--- src/rtl/uart_tx_scheduler_if.sv ---
// Transmit-scheduler bus: core write port, error clear, UART handshake and status.
// slave is the scheduler side, master is the core/UART side.
interface uart_tx_scheduler_if #(
  parameter int DEPTH = 8
);
  localparam int CW = $clog2(DEPTH) + 1;

  logic          wr_en;
  logic [7:0]    wr_data;
  logic          clr_err;
  logic          uart_busy;
  logic [7:0]    uart_tx_data;
  logic          uart_tx_start;
  logic [CW-1:0] fifo_count;
  logic          fifo_full;
  logic          fifo_empty;
  logic          overflow;
  logic          timeout_err;
  logic          idle;

  modport slave (
    input  wr_en, wr_data, clr_err, uart_busy,
    output uart_tx_data, uart_tx_start, fifo_count, fifo_full, fifo_empty,
           overflow, timeout_err, idle
  );

  modport master (
    output wr_en, wr_data, clr_err, uart_busy,
    input  uart_tx_data, uart_tx_start, fifo_count, fifo_full, fifo_empty,
           overflow, timeout_err, idle
  );
endinterface

--- src/rtl/uart_tx_scheduler.sv ---
// Byte FIFO plus one-frame-at-a-time UART TX sequencer (load, start pulse, busy tracking, gap).
// Start pulse 3 clocks after a write into an idle block; writes into a full FIFO are dropped unless a pop coincides.
module uart_tx_scheduler #(
  parameter int DEPTH        = 8,
  parameter int GAP_CYCLES   = 2,
  parameter int BUSY_TIMEOUT = 16
) (
  input  logic                 clk,
  input  logic                 rst,
  uart_tx_scheduler_if.slave   bus
);
  localparam int AW = $clog2(DEPTH);
  localparam int CW = AW + 1;
  localparam int TW = $clog2(BUSY_TIMEOUT + 1);
  localparam int GW = (GAP_CYCLES > 1) ? $clog2(GAP_CYCLES) : 1;
  // Flag fires on the edge exactly BUSY_TIMEOUT clocks after the start pulse rose.
  localparam logic [TW-1:0] TO_LAST  = TW'(BUSY_TIMEOUT - 2);
  localparam logic [GW-1:0] GAP_LAST = GW'((GAP_CYCLES > 0) ? GAP_CYCLES - 1 : 0);

  typedef enum logic [2:0] {
    S_IDLE,
    S_LOAD,
    S_START,
    S_WAIT_HI,
    S_WAIT_LO,
    S_GAP
  } state_t;

  logic [7:0]    r_mem [DEPTH];
  logic [AW-1:0] r_wr_ptr;
  logic [AW-1:0] r_rd_ptr;
  logic [CW-1:0] r_count;
  logic          r_full;
  logic          r_empty;
  logic          r_ovf;

  state_t        r_state;
  logic [7:0]    r_tx_data;
  logic          r_start;
  logic [TW-1:0] r_to_cnt;
  logic [GW-1:0] r_gap_cnt;
  logic          r_tmo;
  logic          r_idle;

  logic          w_pop;
  logic          w_push;
  logic          w_drop;
  logic [CW-1:0] w_count_nxt;

  assign w_pop  = (r_state == S_LOAD);
  assign w_push = bus.wr_en && (!r_full || w_pop);
  assign w_drop = bus.wr_en && !w_push;

  always_comb begin
    w_count_nxt = r_count;
    if (w_push && !w_pop)
      w_count_nxt = r_count + CW'(1);
    else if (!w_push && w_pop)
      w_count_nxt = r_count - CW'(1);
  end

  always_ff @(posedge clk) begin
    if (w_push)
      r_mem[r_wr_ptr] <= bus.wr_data;
  end

  always_ff @(posedge clk or negedge rst) begin
    if (!rst) begin
      r_wr_ptr <= '0;
      r_rd_ptr <= '0;
      r_count  <= '0;
      r_full   <= 1'b0;
      r_empty  <= 1'b1;
      r_ovf    <= 1'b0;
    end else begin
      if (w_push)
        r_wr_ptr <= r_wr_ptr + AW'(1);
      if (w_pop)
        r_rd_ptr <= r_rd_ptr + AW'(1);
      r_count <= w_count_nxt;
      r_full  <= (w_count_nxt == CW'(DEPTH));
      r_empty <= (w_count_nxt == '0);
      if (w_drop)
        r_ovf <= 1'b1;
      else if (bus.clr_err)
        r_ovf <= 1'b0;
    end
  end

  always_ff @(posedge clk or negedge rst) begin
    if (!rst) begin
      r_state   <= S_IDLE;
      r_tx_data <= '0;
      r_start   <= 1'b0;
      r_to_cnt  <= '0;
      r_gap_cnt <= '0;
      r_tmo     <= 1'b0;
      r_idle    <= 1'b1;
    end else begin
      r_start <= 1'b0;
      r_idle  <= 1'b0;
      // A timeout raised in this same cycle is assigned later and wins over the clear.
      if (bus.clr_err)
        r_tmo <= 1'b0;

      case (r_state)
        S_IDLE: begin
          if (!r_empty)
            r_state <= S_LOAD;
          else
            r_idle <= (w_count_nxt == '0);
        end

        S_LOAD: begin
          r_tx_data <= r_mem[r_rd_ptr];
          r_start   <= 1'b1;
          r_state   <= S_START;
        end

        S_START: begin
          r_to_cnt <= '0;
          r_state  <= S_WAIT_HI;
        end

        S_WAIT_HI: begin
          if (bus.uart_busy) begin
            r_state <= S_WAIT_LO;
          end else if (r_to_cnt == TO_LAST) begin
            r_tmo <= 1'b1;
            if (GAP_CYCLES == 0) begin
              r_state <= S_IDLE;
              r_idle  <= (w_count_nxt == '0);
            end else begin
              r_state   <= S_GAP;
              r_gap_cnt <= '0;
            end
          end else begin
            r_to_cnt <= r_to_cnt + TW'(1);
          end
        end

        S_WAIT_LO: begin
          if (!bus.uart_busy) begin
            if (GAP_CYCLES == 0) begin
              r_state <= S_IDLE;
              r_idle  <= (w_count_nxt == '0);
            end else begin
              r_state   <= S_GAP;
              r_gap_cnt <= '0;
            end
          end
        end

        S_GAP: begin
          if (r_gap_cnt == GAP_LAST) begin
            r_state <= S_IDLE;
            r_idle  <= (w_count_nxt == '0);
          end else begin
            r_gap_cnt <= r_gap_cnt + GW'(1);
          end
        end

        default: r_state <= S_IDLE;
      endcase
    end
  end

  assign bus.uart_tx_data  = r_tx_data;
  assign bus.uart_tx_start = r_start;
  assign bus.fifo_count    = r_count;
  assign bus.fifo_full     = r_full;
  assign bus.fifo_empty    = r_empty;
  assign bus.overflow      = r_ovf;
  assign bus.timeout_err   = r_tmo;
  assign bus.idle          = r_idle;
endmodule

--- src/flat_wrapper.sv ---
// flat-port wrapper written by rule: the top's interface ports become plain ports
module uart_tx_scheduler_flat 
#(
  parameter int DEPTH        = 8,
  parameter int GAP_CYCLES   = 2,
  parameter int BUSY_TIMEOUT = 16
)
  (clk, rst, bus_wr_en, bus_wr_data, bus_clr_err, bus_uart_busy, bus_uart_tx_data, bus_uart_tx_start, bus_fifo_count, bus_fifo_full, bus_fifo_empty, bus_overflow, bus_timeout_err, bus_idle);
  uart_tx_scheduler_if #(.DEPTH(DEPTH)) bus_i ();
  input  logic clk;
  input  logic rst;
  input wire logic [$bits(bus_i.wr_en)-1:0] bus_wr_en;
  input wire logic [$bits(bus_i.wr_data)-1:0] bus_wr_data;
  input wire logic [$bits(bus_i.clr_err)-1:0] bus_clr_err;
  input wire logic [$bits(bus_i.uart_busy)-1:0] bus_uart_busy;
  output wire logic [$bits(bus_i.uart_tx_data)-1:0] bus_uart_tx_data;
  output wire logic [$bits(bus_i.uart_tx_start)-1:0] bus_uart_tx_start;
  output wire logic [$bits(bus_i.fifo_count)-1:0] bus_fifo_count;
  output wire logic [$bits(bus_i.fifo_full)-1:0] bus_fifo_full;
  output wire logic [$bits(bus_i.fifo_empty)-1:0] bus_fifo_empty;
  output wire logic [$bits(bus_i.overflow)-1:0] bus_overflow;
  output wire logic [$bits(bus_i.timeout_err)-1:0] bus_timeout_err;
  output wire logic [$bits(bus_i.idle)-1:0] bus_idle;
  assign bus_i.wr_en = bus_wr_en;
  assign bus_i.wr_data = bus_wr_data;
  assign bus_i.clr_err = bus_clr_err;
  assign bus_i.uart_busy = bus_uart_busy;
  assign bus_uart_tx_data = bus_i.uart_tx_data;
  assign bus_uart_tx_start = bus_i.uart_tx_start;
  assign bus_fifo_count = bus_i.fifo_count;
  assign bus_fifo_full = bus_i.fifo_full;
  assign bus_fifo_empty = bus_i.fifo_empty;
  assign bus_overflow = bus_i.overflow;
  assign bus_timeout_err = bus_i.timeout_err;
  assign bus_idle = bus_i.idle;
  uart_tx_scheduler #(.DEPTH(DEPTH), .GAP_CYCLES(GAP_CYCLES), .BUSY_TIMEOUT(BUSY_TIMEOUT)) u_core (.clk(clk), .rst(rst), .bus(bus_i));
endmodule
--- config.mk ---
export PLATFORM = sky130hd
export DESIGN_NAME = uart_tx_scheduler_flat
export DESIGN_NICKNAME = d
export VERILOG_FILES = /design/src/rtl/uart_tx_scheduler_if.sv /design/src/rtl/uart_tx_scheduler.sv /design/src/flat_wrapper.sv
export SDC_FILE = /design/constraint.sdc
export NUM_CORES = 1
export LEC_CHECK = 0
export BUFFER_PORTS_ARGS = -buffer_cell sky130_fd_sc_hd__buf_2
export CAP_MARGIN = 20
export CORE_MARGIN = 3
export CORE_UTILIZATION = 59
export CTS_CLUSTER_SIZE = 12
export DETAILED_ROUTE_END_ITERATION = 10
export GPL_TIMING_DRIVEN = 0
export PLACE_DENSITY = 0.78
export SETUP_SLACK_MARGIN = 0.15
export SLEW_MARGIN = 20
export SYNTH_ARGS = -nofsm -noshare
export SYNTH_HDL_FRONTEND = slang
export SYNTH_SLANG_ARGS = --single-unit
--- constraint.sdc ---
create_clock -name clk -period 2.86 [get_ports clk]
set_input_delay 0.572 -clock clk [delete_from_list [all_inputs] [get_ports clk]]
set_output_delay 0.572 -clock clk [all_outputs]
set_load 0.005 [all_outputs]
==> flow_metrics.py <==
metrics = {
    "place": {
        "dp_hpwl_um": 4803,
        "place_area_um2": 4335,
        "io_buffer_count": 30,
        "gp_congestion": 0.7806,
    },
    "pwr": {
        "cellLeakagePower_nw": 1.722,
        "cellPowerDensity_nw_per_um2": 1003,
        "worst_ir_drop_vdd_uv": 638.2,
    },
    "sta": {
        "finalSetupViolations": 0,
        "setup-tns-final_ns": 0,
        "rsz0062_at_grt": "no",
        "fmax_mhz": 418.2,
        "finalHoldViolations": 0,
        "period_share_pct": 83.60,
        "fin_skew_ns": 0.009435,
        "period_needed_ns": 2.391,
        "timing.hold.ws_ns": 0.2605,
        "slew_viol_final": 0,
        "tightestPinTransition_ns": 0.9358,
        "slew_headroom_pct": 37.38,
    },
    "floorplanning": {
        "row_count": 29,
        "die_y_um": 89.15,
        "die_w_um": 89.15,
        "coreArea_um2": 6531,
        "die_area_um2": 7947,
        "io_pins": 31,
        "initial_utilization_pct": 62.45,
    },
    "logic_synthesis": {
        "synth_seq_area_share_pct": 67.42,
        "synth_area_leaders": "edfxtp_1 (47%), dfrtp_1 (19%), mux4_2 (8.8%), mux2i_1 (2.2%), o21ai_0 (2.1%)",
        "yosysWarningCount": 0,
        "yosysTopAreaCell": "edfxtp_1",
        "syn_inst": 262,
        "synth_area_um2": 4079,
        "synth_edf_count": 64,
        "synthArstFlopShare_pct": 34.02,
        "synthMostInstantiatedCell": "edfxtp_1",
        "synth.avg_cell_area_um2": 15.57,
        "yosysTopAreaCellShare_pct": 47.12,
        "syn_nets": 281,
        "synth_ff_type": "edfxtp_1",
        "yosys.cell_types.count": 45,
        "synth_common_cells": "edfxtp_1 (64), dfrtp_1 (31), nand2_1 (19)",
        "ys_ff_latch": 97,
    },
    "routing": {
        "viasPerCell": 5.951,
        "drt-initial-drc-count": 131,
        "post_drt_wl_per_cell_um": 18.82,
        "first_pass_iters": 4,
        "drc": 0,
        "vias": 2291,
        "wl_um": 7246,
        "ant_nets": 0,
    },
    "cts": {
        "clockBufferDepth": 2,
        "htreeDepth": 3,
        "clk_latency_ns": 0.37,
        "cts_hold_buf": 0,
        "cts_resized": 0,
        "cts_tree": "built",
        "cts_made_buffers": 9,
        "root_buffer": "clkbuf_8",
        "cts_sinks": 97,
        "cts.clk_slew.worst_paths_ns": 0.10,
        "cts_setup_buffers": 0,
    },
    "final_layout": {
        "antennaDiodeCount": 0,
        "final_cell_area_um2": 4538,
        "area_growth_pct": 11.26,
        "fin_nets": 322,
        "fillerInstances": 456,
        "drive_above_1_share_pct": 25.65,
    },
    "worst_setup_path": {
        "worstPathCellList": "or3b_4 > a21boi_2 > nand2_1 > nor2_1",
        "cp.arrival_ns": 2.38,
        "critPathKind": "reg -> reg",
        "critical-path-slowest-cell": "nor2_1",
        "crit_family": "simple AND/OR/NAND/NOR gates",
        "end_kind": "flop",
        "path_buf_inv": 0,
        "cp_max_fo": 8,
        "rr_startpoint": "u_core.r_state[2]$_DFFE_PN0P_",
        "worstPathRequired_ns": 2.85,
        "crit_path_start": "u_core.r_state[2]$_DFFE_PN0P_",
        "rrSetupSlack_ns": 0.47,
        "reg2reg_depth": 4,
        "crit_path_start_kind": "flop",
        "r2r_end": "u_core.r_mem[5][7]$_DFFE_PP_",
        "critPathMaxStageDelay_ns": 0.75,
    },
    "global_routing": {
        "antenna_found_initial": 0,
        "first_global_vias": 2284,
        "grt_use_total_pct": 21.11,
        "grt-ovfl-total": 0,
        "grt_pass1_wl_um": 11840,
        "grt_max_degree": 34,
    },
    "outcome": {
        "status": "complete, no violations",
    },
    "worst_hold_path": {
        "worstHoldPathType": "in -> async",
    },
    "job": {
        "maxCapViolCount": 0,
    },
}
layout make-up:
cell class | instances | area [um^2] | area share, %
sequential | 97 | 2750 | 60.60
buffer | 11 | 63.81 | 1.406
clock inverter | 6 | 75.07 | 1.654
clock buffer | 10 | 127.6 | 2.812
tap | 77 | 96.34 | 2.123
timing repair buffer | 30 | 150.1 | 3.309
inverter | 8 | 31.28 | 0.6893
multi-input combinational | 146 | 1244 | 27.41
registers in the layout, indices dropped and copies added (netlist names):
signal	cells
u_core.r_mem	64
u_core.bus.uart_tx_data	8
u_core.r_to_cnt	5
u_core.bus.fifo_count	4
u_core.r_rd_ptr	3
u_core.r_state	3
u_core.r_wr_ptr	3
u_core.bus.fifo_empty	1
u_core.bus.fifo_full	1
u_core.bus.idle	1
u_core.bus.overflow	1
u_core.bus.timeout_err	1
u_core.bus.uart_tx_start	1
u_core.r_gap_cnt	1
metrics by stage:
step	setup slack, ns	std cells	power [mW]	util, %
2_1_floorplan	0.7023	262	3.212	-
3_3_place_gp	0.1839	369	3.633	66.23
3_5_place_dp	0.4897	369	3.694	66.38
4_1_cts	0.4355	385	4.593	69.48
5_1_grt	0.2713	385	4.868	69.48
6_report	0.4691	385	4.552	69.48
cell families after synthesis:
kind of cell               synth area share (%)
AOI/OAI and AO/OA                         6.196
xor gates and xnor gates                  1.718
adders and majority gates                 1.840
buffers and inverters                     2.331
DFF                                       67.42
muxes                                     11.32
and+or+nand+nor                           9.172
worst reg2reg max path: stages (launching register included):
cell and delay, ns:
dfrtp_1 0.40, or3b_4 0.44, a21boi_2 0.27, nand2_1 0.16, nor2_1 0.75
cell usage in the layout, fill, tap and decap left out, types with 2 or more instances in the layout:
cell type and count:
nor2_1 12, a31oi_1 2, edfxtp_1 64, mux2i_1 9, clkbuf_8 9, or4_1 2, buf_4 3, nand2b_1 7
xnor2_1 7, buf_2 33, nor3_2 2, nand2_1 19, dfrtp_1 31, inv_1 7, dfstp_2 2, nor3_1 2
nor2b_1 5, clkbuf_1 5, a21oi_1 7, nand3_1 5, and3_1 3, inv_6 2, o211ai_1 2, o21ai_0 17
a32o_1 2, mux4_2 16, o31ai_1 2, nand4_1 2, ha_1 6
layer usage:
| metal | GRT usage (%) | vias up | share of wire [%] |
|---|---|---|---|
| met3 | 4.055 | 5 | 6.5 |
| met4 | 8.254 | 0 | 0.80 |
| met1 | 30.21 | 1139 | 44 |
| met2 | 32.55 | 67 | 49 |
| li1 | - | 1080 | - |
| met5 | 0 | - | 0 |
how the worst max path moves through the flow:
stage	to	slack, ns	depth (start not counted)
after global routing	u_core.r_mem[5][7]$_DFFE_PP_	0.27	4
after floorplan	u_core.r_mem[0][0]$_DFFE_PP_	0.70	4
after detailed placement	u_core.r_mem[5][2]$_DFFE_PP_	0.49	4
after global placement	u_core.r_mem[0][4]$_DFFE_PP_	0.18	4
final	u_core.r_mem[5][7]$_DFFE_PP_	0.47	4
after CTS	u_core.r_mem[5][6]$_DFFE_PP_	0.44	4
power breakdown:
| group | switching [mW] | leakage, nW | internal (mW) |
|---|---|---|---|
| sequential | 0.190 | 0.991 | 1.85 |
| clock | 0.480 | 0.0994 | 0.418 |
| combinational | 0.885 | 0.632 | 0.732 |
| total | 1.56 | 1.72 | 3.00 |
Power figures use the tool's default switching activity.
